===== config.mk =====
export PLATFORM = sky130hd
export DESIGN_NAME = typewriter_out_flat
export DESIGN_NICKNAME = d
export VERILOG_FILES = /design/src/rtl/typewriter_out_pkg.sv /design/src/rtl/typewriter_out_if.sv /design/src/rtl/typewriter_out_fifo.sv /design/src/rtl/typewriter_out.sv /design/src/flat_wrapper.sv
export SDC_FILE = /design/constraint.sdc
export NUM_CORES = 1
export LEC_CHECK = 0
export BUFFER_PORTS_ARGS = -buffer_cell sky130_fd_sc_hd__buf_2
export CAP_MARGIN = 20
export CORE_ASPECT_RATIO = 0.8
export CORE_MARGIN = 2
export CORE_UTILIZATION = 50
export DETAILED_ROUTE_END_ITERATION = 16
export PLACE_DENSITY = 0.68
export SYNTH_ARGS = -nofsm -noshare
export SYNTH_HDL_FRONTEND = slang
export SYNTH_HIERARCHICAL = 1
export SYNTH_SLANG_ARGS = --single-unit
export TNS_END_PERCENT = 100

===== constraint.sdc =====
create_clock -name CLOCK -period 4.4 [get_ports CLOCK]
set_input_delay 0.22 -clock CLOCK [delete_from_list [all_inputs] [get_ports CLOCK]]
set_output_delay 0.22 -clock CLOCK [all_outputs]
set_load 0.02 [all_outputs]

===== src/rtl/typewriter_out_pkg.sv =====
// Shared G-15 typewriter code points, ASCII constants, emitter states and
// the code-to-ASCII translation used by typewriter_out.
package g15_tw_pkg;

  localparam logic [4:0] TW_SPACE  = 5'h00;
  localparam logic [4:0] TW_MINUS  = 5'h01;
  localparam logic [4:0] TW_CR     = 5'h02;
  localparam logic [4:0] TW_TAB    = 5'h03;
  localparam logic [4:0] TW_STOP   = 5'h04;
  localparam logic [4:0] TW_RELOAD = 5'h05;
  localparam logic [4:0] TW_PERIOD = 5'h06;
  localparam logic [4:0] TW_WAIT   = 5'h07;

  localparam logic [7:0] ASCII_SPACE  = 8'h20;
  localparam logic [7:0] ASCII_MINUS  = 8'h2D;
  localparam logic [7:0] ASCII_CR     = 8'h0D;
  localparam logic [7:0] ASCII_LF     = 8'h0A;
  localparam logic [7:0] ASCII_TAB    = 8'h09;
  localparam logic [7:0] ASCII_PERIOD = 8'h2E;
  localparam logic [7:0] ASCII_QMARK  = 8'h3F;

  typedef enum logic [1:0] {
    ST_IDLE,
    ST_SEND,
    ST_SEND_LF
  } tw_state_e;

  // 0x10-0x19 are the decimal digits; 0x1A-0x1F are the hex digits u..z.
  function automatic logic [7:0] tw_to_ascii(input logic [4:0] code);
    logic [7:0] a;
    a = ASCII_QMARK;
    case (code)
      TW_SPACE:  a = ASCII_SPACE;
      TW_MINUS:  a = ASCII_MINUS;
      TW_CR:     a = ASCII_CR;
      TW_TAB:    a = ASCII_TAB;
      TW_PERIOD: a = ASCII_PERIOD;
      default: begin
        if (code >= 5'h1A)
          a = 8'h5B + {3'b000, code};
        else if (code[4])
          a = {4'h3, code[3:0]};
      end
    endcase
    return a;
  endfunction

endpackage


===== src/rtl/typewriter_out_if.sv =====
// Byte stream from the typewriter emitter to the host serial link.
interface typewriter_out_if;
  import g15_tw_pkg::*;

  logic [7:0] TX_DATA;
  logic       TX_VALID;
  logic       TX_READY;

  modport master (output TX_DATA, output TX_VALID, input TX_READY);
  modport slave  (input TX_DATA, input TX_VALID, output TX_READY);

endinterface


===== src/rtl/typewriter_out_fifo.sv =====
// Small power-of-two FIFO of 5-bit typewriter codes; a push into a full FIFO
// is still accepted when a pop happens in the same cycle.
module tw_fifo #(
  parameter int DEPTH = 8
) (
  input  logic                     clk,
  input  logic                     rst,
  input  logic                     push,
  input  logic                     pop,
  input  logic [4:0]               wr_data,
  output logic [4:0]               rd_data,
  output logic                     full,
  output logic                     empty,
  output logic [$clog2(DEPTH):0]   count
);

  localparam int AW = $clog2(DEPTH);
  localparam int CW = AW + 1;

  logic [4:0]    mem [DEPTH];
  logic [AW-1:0] wr_ptr;
  logic [AW-1:0] rd_ptr;
  logic          wr_en;
  logic          rd_en;

  assign full    = (count == CW'(DEPTH));
  assign empty   = (count == '0);
  assign wr_en   = push & (~full | pop);
  assign rd_en   = pop & ~empty;
  assign rd_data = mem[rd_ptr];

  always_ff @(posedge clk or negedge rst) begin
    if (!rst) begin
      wr_ptr <= '0;
      rd_ptr <= '0;
      count  <= '0;
    end else begin
      if (wr_en) wr_ptr <= wr_ptr + 1'b1;
      if (rd_en) rd_ptr <= rd_ptr + 1'b1;
      count <= count + CW'(wr_en) - CW'(rd_en);
    end
  end

  always_ff @(posedge clk) begin
    if (wr_en) mem[wr_ptr] <= wr_data;
  end

endmodule


===== src/rtl/typewriter_out.sv =====
// Captures G-15 typewriter characters from io_top, queues them and streams
// their ASCII translation to the host over a valid/ready link.
module typewriter_out
  import g15_tw_pkg::*;
#(
  parameter int DEPTH     = 8,
  parameter bit CRLF      = 1'b1,
  parameter bit DROP_CTRL = 1'b1
) (
  input  logic CLOCK,
  input  logic rst,
  input  logic TYPE,
  input  logic TYPE_PULSE,
  input  logic OB1,
  input  logic OB2,
  input  logic OB3,
  input  logic OB4,
  input  logic OB5,
  typewriter_out_if.master tx,
  output logic BUSY,
  output logic OVERFLOW,
  input  logic OVF_CLR
);

  logic                   pulse_q;
  logic [4:0]             code;
  logic                   is_ctrl;
  logic                   push;
  logic                   pop;
  logic [4:0]             head;
  logic                   fifo_full;
  logic                   fifo_empty;
  logic [$clog2(DEPTH):0] fifo_count;
  logic                   ovf_set;

  tw_state_e  state, state_nxt;
  logic [7:0] tx_data_p0, tx_data_nxt;
  logic       tx_valid_p0, tx_valid_nxt;
  logic       fire;

  assign code    = {OB5, OB4, OB3, OB2, OB1};
  assign is_ctrl = (code == TW_STOP) | (code == TW_RELOAD) | (code == TW_WAIT);
  // Rising edge of the strobe only; TYPE must already be up at that edge.
  assign push    = TYPE & TYPE_PULSE & ~pulse_q & ~(DROP_CTRL & is_ctrl);
  assign ovf_set = push & fifo_full & ~pop;

  always_ff @(posedge CLOCK or negedge rst) begin
    if (!rst) begin
      pulse_q  <= 1'b0;
      OVERFLOW <= 1'b0;
    end else begin
      pulse_q <= TYPE_PULSE;
      if (ovf_set)      OVERFLOW <= 1'b1;
      else if (OVF_CLR) OVERFLOW <= 1'b0;
    end
  end

  tw_fifo #(.DEPTH(DEPTH)) u_fifo (
    .clk     (CLOCK),
    .rst     (rst),
    .push    (push),
    .pop     (pop),
    .wr_data (code),
    .rd_data (head),
    .full    (fifo_full),
    .empty   (fifo_empty),
    .count   (fifo_count)
  );

  assign fire = tx_valid_p0 & tx.TX_READY;

  always_ff @(posedge CLOCK or negedge rst) begin
    if (!rst) begin
      state       <= ST_IDLE;
      tx_valid_p0 <= 1'b0;
      tx_data_p0  <= 8'h00;
    end else begin
      state       <= state_nxt;
      tx_valid_p0 <= tx_valid_nxt;
      tx_data_p0  <= tx_data_nxt;
    end
  end

  always_comb begin
    state_nxt = state;
    case (state)
      ST_IDLE:
        if (!fifo_empty) state_nxt = ST_SEND;
      ST_SEND:
        if (fire) begin
          if (CRLF && tx_data_p0 == ASCII_CR) state_nxt = ST_SEND_LF;
          else if (fifo_empty)                state_nxt = ST_IDLE;
          else                                state_nxt = ST_SEND;
        end
      ST_SEND_LF:
        if (fire) state_nxt = fifo_empty ? ST_IDLE : ST_SEND;
      default: state_nxt = ST_IDLE;
    endcase
  end

  // Only CR translates to 0x0D, so the held byte identifies a pending LF.
  always_comb begin
    pop          = 1'b0;
    tx_valid_nxt = tx_valid_p0;
    tx_data_nxt  = tx_data_p0;
    case (state)
      ST_IDLE:
        if (!fifo_empty) begin
          pop          = 1'b1;
          tx_valid_nxt = 1'b1;
          tx_data_nxt  = tw_to_ascii(head);
        end
      ST_SEND, ST_SEND_LF:
        if (fire) begin
          if (state == ST_SEND && CRLF && tx_data_p0 == ASCII_CR) begin
            tx_data_nxt = ASCII_LF;
          end else if (!fifo_empty) begin
            pop         = 1'b1;
            tx_data_nxt = tw_to_ascii(head);
          end else begin
            tx_valid_nxt = 1'b0;
          end
        end
      default: tx_valid_nxt = 1'b0;
    endcase
  end

  assign tx.TX_DATA  = tx_data_p0;
  assign tx.TX_VALID = tx_valid_p0;
  assign BUSY        = (fifo_count != '0) | tx_valid_p0;

endmodule


===== src/flat_wrapper.sv =====
// flat-port wrapper written by rule: the top's interface ports become plain ports
module typewriter_out_flat import g15_tw_pkg::*;
#(
  parameter int DEPTH     = 8,
  parameter bit CRLF      = 1'b1,
  parameter bit DROP_CTRL = 1'b1
)
  (CLOCK, rst, TYPE, TYPE_PULSE, OB1, OB2, OB3, OB4, OB5, BUSY, OVERFLOW, OVF_CLR, tx_TX_DATA, tx_TX_VALID, tx_TX_READY);
  typewriter_out_if tx_i ();
  input  logic CLOCK;
  input  logic rst;
  input  logic TYPE;
  input  logic TYPE_PULSE;
  input  logic OB1;
  input  logic OB2;
  input  logic OB3;
  input  logic OB4;
  input  logic OB5;
  output logic BUSY;
  output logic OVERFLOW;
  input  logic OVF_CLR;
  output wire logic [$bits(tx_i.TX_DATA)-1:0] tx_TX_DATA;
  output wire logic [$bits(tx_i.TX_VALID)-1:0] tx_TX_VALID;
  input wire logic [$bits(tx_i.TX_READY)-1:0] tx_TX_READY;
  assign tx_TX_DATA = tx_i.TX_DATA;
  assign tx_TX_VALID = tx_i.TX_VALID;
  assign tx_i.TX_READY = tx_TX_READY;
  typewriter_out #(.DEPTH(DEPTH), .CRLF(CRLF), .DROP_CTRL(DROP_CTRL)) u_core (.CLOCK(CLOCK), .rst(rst), .TYPE(TYPE), .TYPE_PULSE(TYPE_PULSE), .OB1(OB1), .OB2(OB2), .OB3(OB3), .OB4(OB4), .OB5(OB5), .tx(tx_i), .BUSY(BUSY), .OVERFLOW(OVERFLOW), .OVF_CLR(OVF_CLR));
endmodule

==> results_dict.tcl <==
set metrics [dict create \
    met1_usage_pct 22.54 \
    synthFlopType "edfxtp_1" \
    slew_headroom_pct 28.17 \
    setup_violations 0 \
    cts_max_level 3 \
    initial_utilization_pct 52.21 \
    cp_common_cell "inv_1" \
    hold_viol 0 \
    hold_slack_ps 175.3 \
    worstReg2RegStart "u_core/u_fifo/count[2]" \
    dpl.hpwl_um 3718 \
    placed_cell_area_um2 3274 \
    synth_compound_area_share_pct 8.266 \
    synth_top_family_by_area "multiplexers" \
    status "completed" \
    critPathSlowestCell "or4b_4" \
    wl_per_cell_um 15.60 \
    fin_area_um2 3537 \
    drt_iter0_drc 60 \
    cp_cell_sequence "inv_1 > ha_1 > or3b_2 > inv_1 > nor2_1 > a32oi_1 > inv_1 > or4b_4 > nand2_4 > ha_1 > inv_1 > ha_1 > inv_1 > fa_1 > xnor2_1" \
    yosysSeqAreaShare_pct 57.26 \
    critPathKind "reg -> reg" \
    ir_drop_uv 440.5 \
    final.setup.tns_ps 0 \
    yosys-top-cells-area "edfxtp_1 (39%), dfrtp_1 (19%), mux4_1 (8.5%)" \
    syn_area_per_cell_um2 14.23 \
    grt_pass1_wl_um 8576 \
    cts_buffer_depth 2 \
    arrival_ps 3820 \
    final_cell_mix "edfxtp_1 (40), dfrtp_1 (23), buf_2 (21), inv_1 (21), ha_1 (17)" \
    worstPathRequired_ps 4620 \
    cp_num_buf_inv 5 \
    max_cap_violations 0 \
    cts_buffers 9 \
    die_w_um 92.08 \
    insertedDiodeCount 0 \
    dieArea_um2 6856 \
    period_minus_slack_ps 3591 \
    startpoint "u_core/u_fifo/count[2]" \
    synth_nets 247 \
    postSynthRegisterBits 63 \
    antenna_found_initial 0 \
    syn_area_um2 3103 \
    hold_start "OVF_CLR" \
    period_share_pct 81.62 \
    final_common_cell "edfxtp_1" \
    core_area_um2 5943 \
    core.rowCount 25 \
    die_y_um 74.46 \
    wl_um 5195 \
    yosysTopAreaCell "edfxtp_1" \
    grt.total_usage_pct 16.77 \
    fin_nets 276 \
    slew_violations 0 \
    synth_fa_ha_area_share_pct 7.500 \
    synth-simple-area-share_pct 9.960 \
    top_usage_layer "met2" \
    rsz0062_at_grt "false" \
    yosys_warnings 6 \
    grt_use_met3_pct 6.484 \
    route.detailed.drc 0 \
    cts-root-buf "clkbuf_8" \
    worst_slew_pin_slew_ps 1068 \
    grt_max_degree 24 \
    critPathTopFamily "simple AND/OR/NAND/NOR gates" \
    synthXorXnorAreaFrac_pct 1.976 \
    overflow 0 \
    synthMuxAreaShare_pct 11.37 \
    end_kind "flop" \
    cpPeakStageDelay_ps 580 \
    met2_usage_pct 25.90 \
    cts_tree "yes" \
    yosys.cell_types.count 53 \
    synthArstFlopShare_pct 36.51 \
    skew_ps 8.712 \
    startpoint_type "flop" \
    clock_latency_ps 340 \
    netlist_instances 218 \
    synth_top_area_share_pct 38.71 \
    cts_resized 0 \
    synth-edff-count 40 \
    clock-sinks 63 \
    dr.pass1.iters 4 \
    grt_pass1_vias 1763 \
    max_freq_mhz 278.5 \
    clk_pin_slew_ps 70 \
    p_leak_nw 1.441 \
    ios 22 \
    crit_fanout 8 \
    routed_via_density 5.477 \
    min_path_type "in -> reg" \
    gp_congestion 0.7627 \
    num_vias 1824 \
    drtAntennaViolNets 0 \
    port_buffers 21 \
    power_density_nw_per_um2 715.9 \
    area_growth_pct 13.99 \
    fillers 476 \
    power_mw 2.532 \
    drive_above_1_share_pct 21.83 \
]
flip-flops by register name, indices dropped and copies added, names as in the netlist:
signal,flops
u_core/u_fifo/rd_ptr,3
u_core/state,2
u_core/tx.TX_DATA,8
u_core/OVERFLOW,1
u_core/pulse_q,1
u_core/tx.TX_VALID,1
u_core/u_fifo/mem,40
u_core/u_fifo/count,4
u_core/u_fifo/wr_ptr,3
kinds of logic after synthesis:
family | Yosys count
flip-flops | 63
AND/OR/NAND/NOR | 53
AO/OA/AOI/OAI | 33
buffers and inverters | 26
multiplexers | 18
adder cells (fa/ha/maj) | 18
XOR/XNOR | 7
timing repair:
item | CTS | global route
buffers inserted | 0 | 0
hold buffers | 2 | 0
hold endpoints to repair | 24 | 0
endpoints found under the setup margin | 0 | 0
report_power, final:
| part | leakage, nW | switching [mW] | internal, mW |
|---|---|---|---|
| combinational | 0.692 | 0.546 | 0.498 |
| sequential | 0.631 | 0.145 | 0.742 |
| clock | 0.117 | 0.225 | 0.377 |
| total | 1.44 | 0.915 | 1.62 |
through the flow:
step | instances | utilization (%) | worst slack, ps
global route | 333 | 59.52 | 566.2
floorplan | 218 | - | 1055
detailed placement | 315 | 55.09 | 791.5
global placement | 315 | 55.09 | 907.1
finish | 333 | 59.52 | 808.8
CTS | 333 | 59.52 | 789.6
path summary, 6_finish.rpt:
check / end / slack (ps) / depth (start not counted)
setup / recovery: u_core/u_fifo/count[2] / 810 / 15
hold / removal: u_core/OVERFLOW / 180 / 3
setup reg to reg: u_core/u_fifo/count[2] / 810 / 15
hold reg to reg: u_core/OVERFLOW / 510 / 1
max in group asynchronous: u_core/tx.TX_DATA[3] / 3650 / 2
min in group asynchronous: u_core/state[1] / 390 / 2
cell type report:
cell class / count / area, um2 / share of cell area [%]
clock inverter: 7 / 118.9 / 3.360
clock buffer: 9 / 123.9 / 3.502
timing repair buffer: 23 / 125.1 / 3.537
multi-input combinational: 129 / 1212 / 34.28
inverter: 21 / 78.83 / 2.229
tap: 81 / 101.3 / 2.865
sequential: 63 / 1777 / 50.23
synthesized netlist by cell type (3+ instances only):
cell type / number
edfxtp_1: 40
dfrtp_1: 23
inv_1: 21
ha_1: 17
nor2_1: 11
mux4_1: 10
nand2_1: 9
nor3_1: 9
mux2_2: 8
nand3_1: 6
o21ai_0: 6
xnor2_1: 6
a21oi_1: 3
a32o_1: 3
layer usage:
layer  up-vias  share of wire, %
met5         -                 0
met2        34                46
met1       890                49
met3         6               3.5
li1        894                 -
met4         0               1.1
tightest hold or removal path, delay by kind of cell:
kind,cells,cell delay [ps]
AOI/OAI and AO/OA,1,110
buffers and inverters,2,150
(Power assumes the default switching activity.)
